<file path="src/rtl/truth_table_sweeper_pkg.sv">
// rtl/truth_table_sweeper_pkg.sv - shared types and helpers for the truth-table sweeper
package cello_tt_pkg;

    typedef enum logic [1:0] {
        IDLE,
        SETTLE,
        SAMPLE,
        DONE
    } state_t;

    localparam int TT_BITS  = 8;
    localparam int N_INPUTS = 3;

    // Cello hex order: combo 000 lands in the MSB, combo 111 in the LSB.
    function automatic logic [2:0] tt_bit_index(input logic [2:0] combo);
        return 3'd7 - combo;
    endfunction

endpackage

</file>
<file path="src/rtl/truth_table_sweeper_if.sv">
// rtl/truth_table_sweeper_if.sv - control, status and device-under-test signals of the sweeper
interface truth_table_sweeper_if;
    import cello_tt_pkg::*;

    logic               start;
    logic               abort;
    logic               in1;
    logic               in2;
    logic               in3;
    logic               dut_out;
    logic               busy;
    logic               done;
    logic [TT_BITS-1:0] tt_obs;
    logic               unstable;
    logic               pass;

    modport master (
        output start, abort, dut_out,
        input  in1, in2, in3, busy, done, tt_obs, unstable, pass
    );

    modport slave (
        input  start, abort, dut_out,
        output in1, in2, in3, busy, done, tt_obs, unstable, pass
    );
endinterface

</file>
<file path="src/rtl/tt_dwell_timer.sv">
// rtl/tt_dwell_timer.sv - loadable down-counter with zero flag for settle/sample dwell
module tt_dwell_timer #(
    parameter int WIDTH = 3
) (
    input  logic             clk,
    input  logic             rst_n,
    input  logic             load,
    input  logic [WIDTH-1:0] load_val,
    input  logic             dec,
    output logic             zero
);
    logic [WIDTH-1:0] count;

    always_ff @(posedge clk or negedge rst_n) begin
        if (!rst_n) begin
            count <= '0;
        end else if (load) begin
            count <= load_val;
        end else if (dec && count != '0) begin
            count <= count - 1'b1;
        end
    end

    assign zero = (count == '0);
endmodule

</file>
<file path="src/rtl/truth_table_sweeper.sv">
// rtl/truth_table_sweeper.sv - drives all 8 input combos, samples the output, checks the truth table
module truth_table_sweeper
    import cello_tt_pkg::*;
#(
    parameter int                 SETTLE_CYCLES = 4,
    parameter int                 SAMPLES       = 3,
    parameter logic [TT_BITS-1:0] EXPECTED_TT   = 8'hBC
) (
    input  logic                  clk,
    input  logic                  rst_n,
    truth_table_sweeper_if.slave  bus
);
    localparam int CNT_MAX     = (SETTLE_CYCLES > SAMPLES) ? SETTLE_CYCLES : SAMPLES;
    localparam int CW          = $clog2(CNT_MAX + 1);
    localparam logic [CW-1:0] SETTLE_LOAD = CW'(SETTLE_CYCLES - 1);
    localparam logic [CW-1:0] SAMPLE_LOAD = CW'(SAMPLES - 1);

    state_t             state;
    logic [2:0]         combo;
    logic               ref_val;
    logic               first_sample;
    logic               timer_load;
    logic [CW-1:0]      timer_val;
    logic               timer_dec;
    logic               timer_zero;
    logic [TT_BITS-1:0] tt_next;
    logic               unstable_next;

    tt_dwell_timer #(.WIDTH(CW)) u_timer (
        .clk      (clk),
        .rst_n    (rst_n),
        .load     (timer_load),
        .load_val (timer_val),
        .dec      (timer_dec),
        .zero     (timer_zero)
    );

    // The sample counter starts at SAMPLES-1, so that value marks the first sample of a combo.
    logic [CW-1:0] sample_left;
    logic          sample_left_zero;
    always_ff @(posedge clk or negedge rst_n) begin
        if (!rst_n)                                       sample_left <= '0;
        else if (timer_load)                              sample_left <= timer_val;
        else if (timer_dec && sample_left != '0)          sample_left <= sample_left - 1'b1;
    end
    assign sample_left_zero = (sample_left == '0);
    assign first_sample     = (sample_left == SAMPLE_LOAD);

    always_comb begin
        timer_load    = 1'b0;
        timer_val     = SETTLE_LOAD;
        timer_dec     = 1'b0;
        tt_next       = bus.tt_obs;
        unstable_next = bus.unstable;
        case (state)
            IDLE: timer_load = bus.start;
            SETTLE: begin
                if (!bus.abort) begin
                    if (timer_zero) begin
                        timer_load = 1'b1;
                        timer_val  = SAMPLE_LOAD;
                    end else begin
                        timer_dec = 1'b1;
                    end
                end
            end
            SAMPLE: begin
                if (!bus.abort) begin
                    if (timer_zero) timer_load = (combo != 3'd7);
                    else            timer_dec  = 1'b1;
                end
                tt_next[tt_bit_index(combo)] = bus.dut_out;
                if (!first_sample && bus.dut_out != ref_val) unstable_next = 1'b1;
            end
            default: ;
        endcase
    end

    always_ff @(posedge clk or negedge rst_n) begin
        if (!rst_n) begin
            state                   <= IDLE;
            combo                   <= 3'd0;
            ref_val                 <= 1'b0;
            {bus.in1, bus.in2, bus.in3} <= 3'b000;
            bus.busy                <= 1'b0;
            bus.done                <= 1'b0;
            bus.tt_obs              <= '0;
            bus.unstable            <= 1'b0;
            bus.pass                <= 1'b0;
        end else begin
            bus.done <= 1'b0;
            case (state)
                IDLE: begin
                    if (bus.start) begin
                        combo                   <= 3'd0;
                        {bus.in1, bus.in2, bus.in3} <= 3'b000;
                        bus.tt_obs              <= '0;
                        bus.unstable            <= 1'b0;
                        bus.pass                <= 1'b0;
                        bus.busy                <= 1'b1;
                        state                   <= SETTLE;
                    end
                end
                SETTLE, SAMPLE: begin
                    if (bus.abort) begin
                        {bus.in1, bus.in2, bus.in3} <= 3'b000;
                        bus.busy                <= 1'b0;
                        bus.pass                <= 1'b0;
                        state                   <= IDLE;
                    end else if (state == SETTLE) begin
                        if (timer_zero) state <= SAMPLE;
                    end else begin
                        if (first_sample) ref_val <= bus.dut_out;
                        bus.unstable <= unstable_next;
                        if (timer_zero) begin
                            bus.tt_obs <= tt_next;
                            if (combo == 3'd7) begin
                                {bus.in1, bus.in2, bus.in3} <= 3'b000;
                                bus.busy <= 1'b0;
                                bus.done <= 1'b1;
                                bus.pass <= (tt_next == EXPECTED_TT) && !unstable_next;
                                state    <= DONE;
                            end else begin
                                combo                   <= combo + 3'd1;
                                {bus.in1, bus.in2, bus.in3} <= combo + 3'd1;
                                state                   <= SETTLE;
                            end
                        end
                    end
                end
                DONE:    state <= IDLE;
                default: state <= IDLE;
            endcase
        end
    end

    logic unused_ok;
    assign unused_ok = sample_left_zero;
endmodule

</file>
<file path="src/flat_wrapper.sv">
// flat-port wrapper written by rule: the top's interface ports become plain ports
module truth_table_sweeper_flat import cello_tt_pkg::*;
#(
    parameter int                 SETTLE_CYCLES = 4,
    parameter int                 SAMPLES       = 3,
    parameter logic [TT_BITS-1:0] EXPECTED_TT   = 8'hBC
)
  (clk, rst_n, bus_start, bus_abort, bus_dut_out, bus_in1, bus_in2, bus_in3, bus_busy, bus_done, bus_tt_obs, bus_unstable, bus_pass);
  truth_table_sweeper_if bus_i ();
  input  logic clk;
  input  logic rst_n;
  input wire logic [$bits(bus_i.start)-1:0] bus_start;
  input wire logic [$bits(bus_i.abort)-1:0] bus_abort;
  input wire logic [$bits(bus_i.dut_out)-1:0] bus_dut_out;
  output wire logic [$bits(bus_i.in1)-1:0] bus_in1;
  output wire logic [$bits(bus_i.in2)-1:0] bus_in2;
  output wire logic [$bits(bus_i.in3)-1:0] bus_in3;
  output wire logic [$bits(bus_i.busy)-1:0] bus_busy;
  output wire logic [$bits(bus_i.done)-1:0] bus_done;
  output wire logic [$bits(bus_i.tt_obs)-1:0] bus_tt_obs;
  output wire logic [$bits(bus_i.unstable)-1:0] bus_unstable;
  output wire logic [$bits(bus_i.pass)-1:0] bus_pass;
  assign bus_i.start = bus_start;
  assign bus_i.abort = bus_abort;
  assign bus_i.dut_out = bus_dut_out;
  assign bus_in1 = bus_i.in1;
  assign bus_in2 = bus_i.in2;
  assign bus_in3 = bus_i.in3;
  assign bus_busy = bus_i.busy;
  assign bus_done = bus_i.done;
  assign bus_tt_obs = bus_i.tt_obs;
  assign bus_unstable = bus_i.unstable;
  assign bus_pass = bus_i.pass;
  truth_table_sweeper #(.SETTLE_CYCLES(SETTLE_CYCLES), .SAMPLES(SAMPLES), .EXPECTED_TT(EXPECTED_TT)) u_core (.clk(clk), .rst_n(rst_n), .bus(bus_i));
endmodule
</file>
<file path="config.mk">
export PLATFORM = sky130hd
export DESIGN_NAME = truth_table_sweeper_flat
export DESIGN_NICKNAME = d
export VERILOG_FILES = /design/src/rtl/truth_table_sweeper_pkg.sv /design/src/rtl/truth_table_sweeper_if.sv /design/src/rtl/tt_dwell_timer.sv /design/src/rtl/truth_table_sweeper.sv /design/src/flat_wrapper.sv
export SDC_FILE = /design/constraint.sdc
export NUM_CORES = 1
export LEC_CHECK = 0
export CORE_MARGIN = 5
export CORE_UTILIZATION = 45
export CTS_CLUSTER_DIAMETER = 40
export DETAILED_ROUTE_END_ITERATION = 7
export GPL_TIMING_DRIVEN = 0
export PLACE_DENSITY_LB_ADDON = 0.1
export SETUP_SLACK_MARGIN = 0.5
export SLEW_MARGIN = 20
export SYNTH_ARGS = -nofsm -noshare
export SYNTH_HDL_FRONTEND = slang
export SYNTH_HIERARCHICAL = 1
export SYNTH_SLANG_ARGS = --single-unit
</file>
<file path="constraint.sdc">
create_clock -name clk -period 2.5 [get_ports clk]
set_input_delay 0.625 -clock clk [delete_from_list [all_inputs] [get_ports clk]]
set_output_delay 0.625 -clock clk [all_outputs]
set_load 0.05 [all_outputs]
</file>
==> results of run 1 <==
==> metrics by stage <==
stage / util (%) / setup WS, ps / cells / setup TNS, ps
2_1_floorplan: - / 509.4 / 173 / 0
3_5_place_dp: 53.37 / -5.799 / 239 / -5.799
4_1_cts: 54.86 / 368.8 / 246 / 0
6_report: 59.02 / 565.7 / 256 / 0
5_1_grt: 59.02 / 475.3 / 256 / 0
3_3_place_gp: 53.51 / -3.919 / 239 / -3.919
==> cell type report <==
| cell class | count | area [um^2] |
|---|---|---|
| Fill cell | 330 | 1489 |
| Multi-Input combinational cell | 120 | 958.4 |
| Sequential cell | 27 | 678.2 |
| Timing Repair Buffer | 31 | 269.0 |
| Inverter | 21 | 78.83 |
| Tap cell | 48 | 60.06 |
| Buffer | 5 | 55.05 |
| Clock buffer | 4 | 45.04 |
==> flip-flops by register name (all words and copies together) (netlist names) <==
name                  cells
u_core/bus.done           1
u_core/ref_val            1
u_core/sample_left        3
u_core/bus.busy           1
u_core/bus.in3            1
u_core/bus.in1            1
u_core/u_timer/count      3
u_core/bus.unstable       1
u_core/bus.pass           1
u_core/state              2
u_core/bus.in2            1
u_core/bus.tt_obs         8
u_core/combo              3
==> cell usage after synthesis (all sizes together) <==
| cell | number | area, um^2 |
|---|---|---|
| o22ai | 9 | 56.30 |
| ha | 13 | 162.7 |
| mux2 | 1 | 11.26 |
| o31ai | 3 | 27.52 |
| and2 | 1 | 6.260 |
| and4bb | 2 | 25.02 |
| nand3 | 3 | 15.01 |
| mux2i | 5 | 50.05 |
| buf | 4 | 37.53 |
| a21o | 2 | 15.01 |
| a221o | 3 | 30.03 |
| a21oi | 7 | 50.05 |
| a22o | 1 | 8.760 |
| and3 | 1 | 6.260 |
| nand2 | 17 | 63.81 |
| and4b | 1 | 10.01 |
| clkbuf | 1 | 13.76 |
| nand4b | 2 | 17.52 |
| nor2b | 4 | 25.02 |
| dfrtp | 27 | 675.7 |
| o21ai | 11 | 62.56 |
| a31oi | 1 | 6.260 |
| xor2 | 1 | 8.760 |
| inv | 21 | 78.83 |
| nor2 | 8 | 30.03 |
| nand2b | 5 | 31.28 |
| nand4 | 2 | 12.51 |
| a211oi | 1 | 7.510 |
| xnor2 | 1 | 8.760 |
| and3b | 1 | 8.760 |
| nor3 | 4 | 25.02 |
| or4b | 1 | 13.76 |
| nor4b | 4 | 50.05 |
| and2b | 3 | 25.02 |
| conb | 2 | 7.510 |
==> worst max-delay path, stage by stage, from the launching register on <==
cell and delay [ps]:
dfrtp_1 400, inv_1 70, ha_2 190, ha_4 140, nor2b_4 130, o21ai_1 80
a21oi_2 190, buf_6 140, and2b_4 180, a221o_1 310
==> worst max-delay path by stage <==
stage                                          endpoint                                start  slack [ps]  cells past startpoint
global route        u_core/u_timer/count[0]$_DFFE_PN0P_  u_core/u_timer/count[0]$_DFFE_PN0P_         480                      9
CTS                 u_core/u_timer/count[0]$_DFFE_PN0P_                            bus_abort         370                      7
floorplan           u_core/u_timer/count[0]$_DFFE_PN0P_  u_core/u_timer/count[0]$_DFFE_PN0P_         510                      9
detailed placement  u_core/u_timer/count[0]$_DFFE_PN0P_                            bus_abort          -6                      7
finish              u_core/u_timer/count[0]$_DFFE_PN0P_  u_core/u_timer/count[0]$_DFFE_PN0P_         570                      9
global placement    u_core/u_timer/count[0]$_DFFE_PN0P_                            bus_abort          -4                      7
==> where the power goes <==
part           total, mW  internal [mW]  switching (mW)  leakage (nW)
combinational       1.44          0.648           0.789         0.654
clock              0.246          0.114           0.132        0.0228
sequential         0.641          0.558          0.0834         0.350
==> logic make-up (layout without fill, tap and decap cells) <==
group                    Yosys count  count (layout)  share of synthesized area [%]
buffers and inverters             26              61                          7.726
adder cells (fa/ha/maj)           13              13                          9.658
AND/OR/NAND/NOR                   59              59                          21.69
multiplexers                       6               6                          3.640
AO/OA/AOI/OAI                     38              38                          15.68
XOR/XNOR                           2               2                          1.040
other                              2               2                         0.4459
flip-flops                        27              27                          40.12
==> routing by layer <==
| layer | wire length, um | GRT usage (%) | vias to the layer above |
|---|---|---|---|
| met3 | 106 | 2.273 | 4 |
| met4 | 35 | 4.593 | 0 |
| met1 | 1692 | 19.26 | 641 |
| met2 | 1802 | 25.31 | 17 |
| li1 | - | - | 668 |
| met5 | 0 | 0 | - |
==> timing repair <==
item	CTS	global route
setup buffers	3	10
pin swaps	2	2
gates resized for setup	17	16
endpoints found under the setup margin	18	18
==> results.yml, run 1 <==
status:
  outcome: "complete, no violations"
critical_path:
  crit_path_end_kind: "register"
  cp.arrival_ps: 2090
  critPathMaxFanout: 3
  r2r_slack_ps: 570
  r2r_cells: 9
  required_ps: 2660
  setup.worst_path.class: "reg2reg"
  r2r_start: "u_core/u_timer/count[0]$_DFFE_PN0P_"
  worstReg2RegEnd: "u_core/u_timer/count[0]$_DFFE_PN0P_"
  critPathLaunchType: "register"
cts:
  cts_sinks: 27
  clk_latency_ps: 270
  cts_buffers: 3
  clk_pin_slew_ps: 90
  htreeDepth: 1
  cts_root_buf: "clkbuf_8"
  cts_tree: "yes"
  clk_path_buf_depth: 2
  cts_hold_buf: 0
yosys:
  synth-seq-area-share_pct: 40.12
  synth_cell_types: 45
  syn-num-nets: 191
  syn_avg_cell_area_um2: 9.735
  ys_ff_latch: 27
  syn_inst: 173
  synth_area_um2: 1684
  yosysWarnings: 6
route:
  wl_um: 3637
  wl_per_cell_um: 14.21
  drtIter0Drc: 79
  vias: 1330
  drtPass1Iterations: 4
  drc: 0
  postRouteAntennaNets: 0
  via_per_inst: 5.195
timing:
  finalHoldViolCount: 0
  rsz0062_at_grt: "yes"
  post-route-period-util_pct: 77.37
  finalCriticalPeriod_ps: 1934
  finalSetupViolations: 0
  holdWs_ps: 355.3
  slew_violations: 0
  tightest_slew_ps: 609.1
  fmax_mhz: 517.0
  finClkSkew_ps: 1.597
  relSlewSlack_pct: 59.39
job:
  cap_violations: 0
grt:
  grt_max_degree: 28
  grt_pass1_vias: 1373
  track_usage_pct: 14.86
  grt_pass1_wl_um: 6182
  antenna_found_initial: 0
  grt_overflow: 0
place:
  dpl_cell_area_um2: 1939
  place_congestion: 0.8483
  hpwl_um: 2576
  place.port_buffers: 18
floorplan:
  floorplan.initialDensity_pct: 46.35
  die_y_um: 71.18
  io_pins: 20
  core_um2: 3633
  die_width_um: 71.18
  row_count: 22
  dieArea_um2: 5066
power:
  ir_drop_v: 0.0006331
  finalPower_mw: 2.323
  power_density_nw_per_um2: 1083
  leakage_nw: 1.027
layout:
  layout-drive-gt1-share_pct: 22.12
  num_antenna_cells: 0
  fin_nets: 227
  fin_area_um2: 2145
  final_common_cell: "dfrtp_1"
  area_growth_pct: 27.34
  mostFrequentLayoutCells: "dfrtp_1, inv_1, nand2_1"
min_path:
  hold_class: "in2async"
Power figures use the tool's default switching activity.
==> run 2, diff against run 1 <==
Clock period 2.5 ns to 1.96 ns, I/O delays scaled along.
==> results.yml, run 2 (synthesis gave the netlist of run 1 again) <==
layout:
  largest-register: "u_core/bus.tt_obs"
  area_growth_pct: 40.86
  fin_area_um2: 2372
  largest_reg_flops: 8
  final_common_cell: "dfrtp_1"
  fin_nets: 239
  layout-drive-gt1-share_pct: 45.45
  mostFrequentLayoutCells: "dfrtp_1, buf_4, inv_1"
  num_antenna_cells: 0
route:
  wl_per_cell_um: 15.26
  wl_um: 4090
  drtPass1Iterations: 4
  drtIter0Drc: 103
  postRouteAntennaNets: 0
  via_per_inst: 5.366
  vias: 1438
  drc: 0
critical_path:
  required_ps: 2120
  crit_chain: "inv_1, ha_2, ha_4, nor2b_4, o21ai_2, a21oi_2, buf_6, and2b_4, a221o_1"
  cp.arrival_ps: 2060
  worstReg2RegEnd: "u_core/u_timer/count[0]$_DFFE_PN0P_"
  critPathLaunchType: "register"
  critPathMaxFanout: 7
  cp-startpoint: "u_core/u_timer/count[0]$_DFFE_PN0P_"
  crit_path_end: "u_core/u_timer/count[0]$_DFFE_PN0P_"
  r2r_start: "u_core/u_timer/count[0]$_DFFE_PN0P_"
  cpPeakStageDelay_ps: 400
  r2r_cells: 9
  slowest_stage: "dfrtp_1"
  crit_path_end_kind: "register"
  setup.worst_path.class: "reg2reg"
  r2r_slack_ps: 70
status:
  outcome: "complete, no violations"
place:
  hpwl_um: 2693
  place_congestion: 0.7579
  dpl_cell_area_um2: 2021
  place.port_buffers: 18
timing:
  tightest_slew_ps: 620.7
  fin_setup_tns_ps: 0
  finalSetupViolations: 0
  holdWs_ps: 218.0
  finClkSkew_ps: 3.376
  finalHoldViolCount: 0
  rsz0062_at_grt: "yes"
  finalCriticalPeriod_ps: 1892
  relSlewSlack_pct: 58.62
  slew_violations: 0
  fmax_mhz: 528.5
  post-route-period-util_pct: 96.54
grt:
  antenna_found_initial: 0
  grt_overflow: 0
  grt_pass1_wl_um: 6603
  track_usage_pct: 16.07
  grt_max_degree: 28
  grt_pass1_vias: 1416
cts:
  clk_path_buf_depth: 2
  clk_pin_slew_ps: 100
  cts_tree: "yes"
  cts_sinks: 27
  clk_latency_ps: 270
  htreeDepth: 1
  cts_root_buf: "clkbuf_8"
  cts_buffers: 3
min_path:
  hold_class: "in2async"
power:
  ir_drop_v: 0.0008496
  power_density_nw_per_um2: 1499
  finalPower_mw: 3.555
  leakage_nw: 1.079
job:
  cap_violations: 0
floorplan:
  dieArea_um2: 5066
  die_width_um: 71.18
  die_y_um: 71.18
  floorplan.initialDensity_pct: 46.35
  row_count: 22
  io_pins: 20
  core_um2: 3633
==> run 2: report_power, final <==
part / switching [mW] / internal, mW
logic: 1.22 / 1.19
clock network: 0.178 / 0.142
registers: 0.118 / 0.713
==> run 2: area by class of cell <==
type                       count  area [um^2]
multi-input combinational    120         1110
inverter                      21        78.83
sequential                    27        679.4
clock buffer                   3        41.29
tap                           48        60.06
timing repair buffer          43        331.6
clock inverter                 1        5.005
buffer                         5        66.31
fill                         310         1261
==> run 2: timing repair <==
item                                    in CTS  in global routing
pin swaps                                   11                 14
resized for setup                           95                 22
hold buffers                                 0                  0
setup buffers                               19                  6
endpoints found under the setup margin      41                 28
gates cloned                                 0                  0
==> run 2: worst min path at each step <==
stage / start / endpoint / slack (ps) / cells after the start
2_1_floorplan: rst_n / u_core/bus.busy$_DFFE_PN0P_ / 190 / 0
3_3_place_gp: u_core/bus.in3$_DFFE_PN0P_ / u_core/bus.in3$_DFFE_PN0P_ / 460 / 2
6_report: rst_n / u_core/state[0]$_DFFE_PN0P_ / 220 / 1
4_1_cts: rst_n / u_core/u_timer/count[0]$_DFFE_PN0P_ / 240 / 1
5_1_grt: rst_n / u_core/state[0]$_DFFE_PN0P_ / 270 / 1
3_5_place_dp: u_core/bus.in2$_DFFE_PN0P_ / u_core/bus.in2$_DFFE_PN0P_ / 470 / 2
==> run 2: stage by stage <==
step	std cells	utilization [%]	setup WS, ps
2_1_floorplan	173	-	75.46
3_3_place_gp	239	55.75	-346.8
3_5_place_dp	239	55.61	-350.7
4_1_cts	262	60.67	78.42
5_1_grt	268	65.29	-29.59
6_report	268	65.29	67.80
==> run 2: critical path: cells and delay by family, from the launching register on <==
family / cells / cell delay, ps
flip-flops: 1 / 400
AND/OR/NAND/NOR: 2 / 330
buffers and inverters: 2 / 200
adder cells (fa/ha/maj): 2 / 340
AO/OA/AOI/OAI: 3 / 520
==> run 2: metal layers <==
| layer | GRT usage, % | vias to the layer above | share of wire, % |
|---|---|---|---|
| li1 | - | 694 | - |
| met1 | 19.66 | 706 | 42 |
| met2 | 28.67 | 30 | 53 |
| met3 | 3.125 | 8 | 4.0 |
| met4 | 4.175 | 0 | 1.4 |
| met5 | 0 | - | 0 |
==> run 3, diff against run 2 <==
Settings changed: GPL_ROUTABILITY_DRIVEN set to 0.
==> results of run 3 <==
The final DEF is identical to that of run 2; final timing and power are the same.
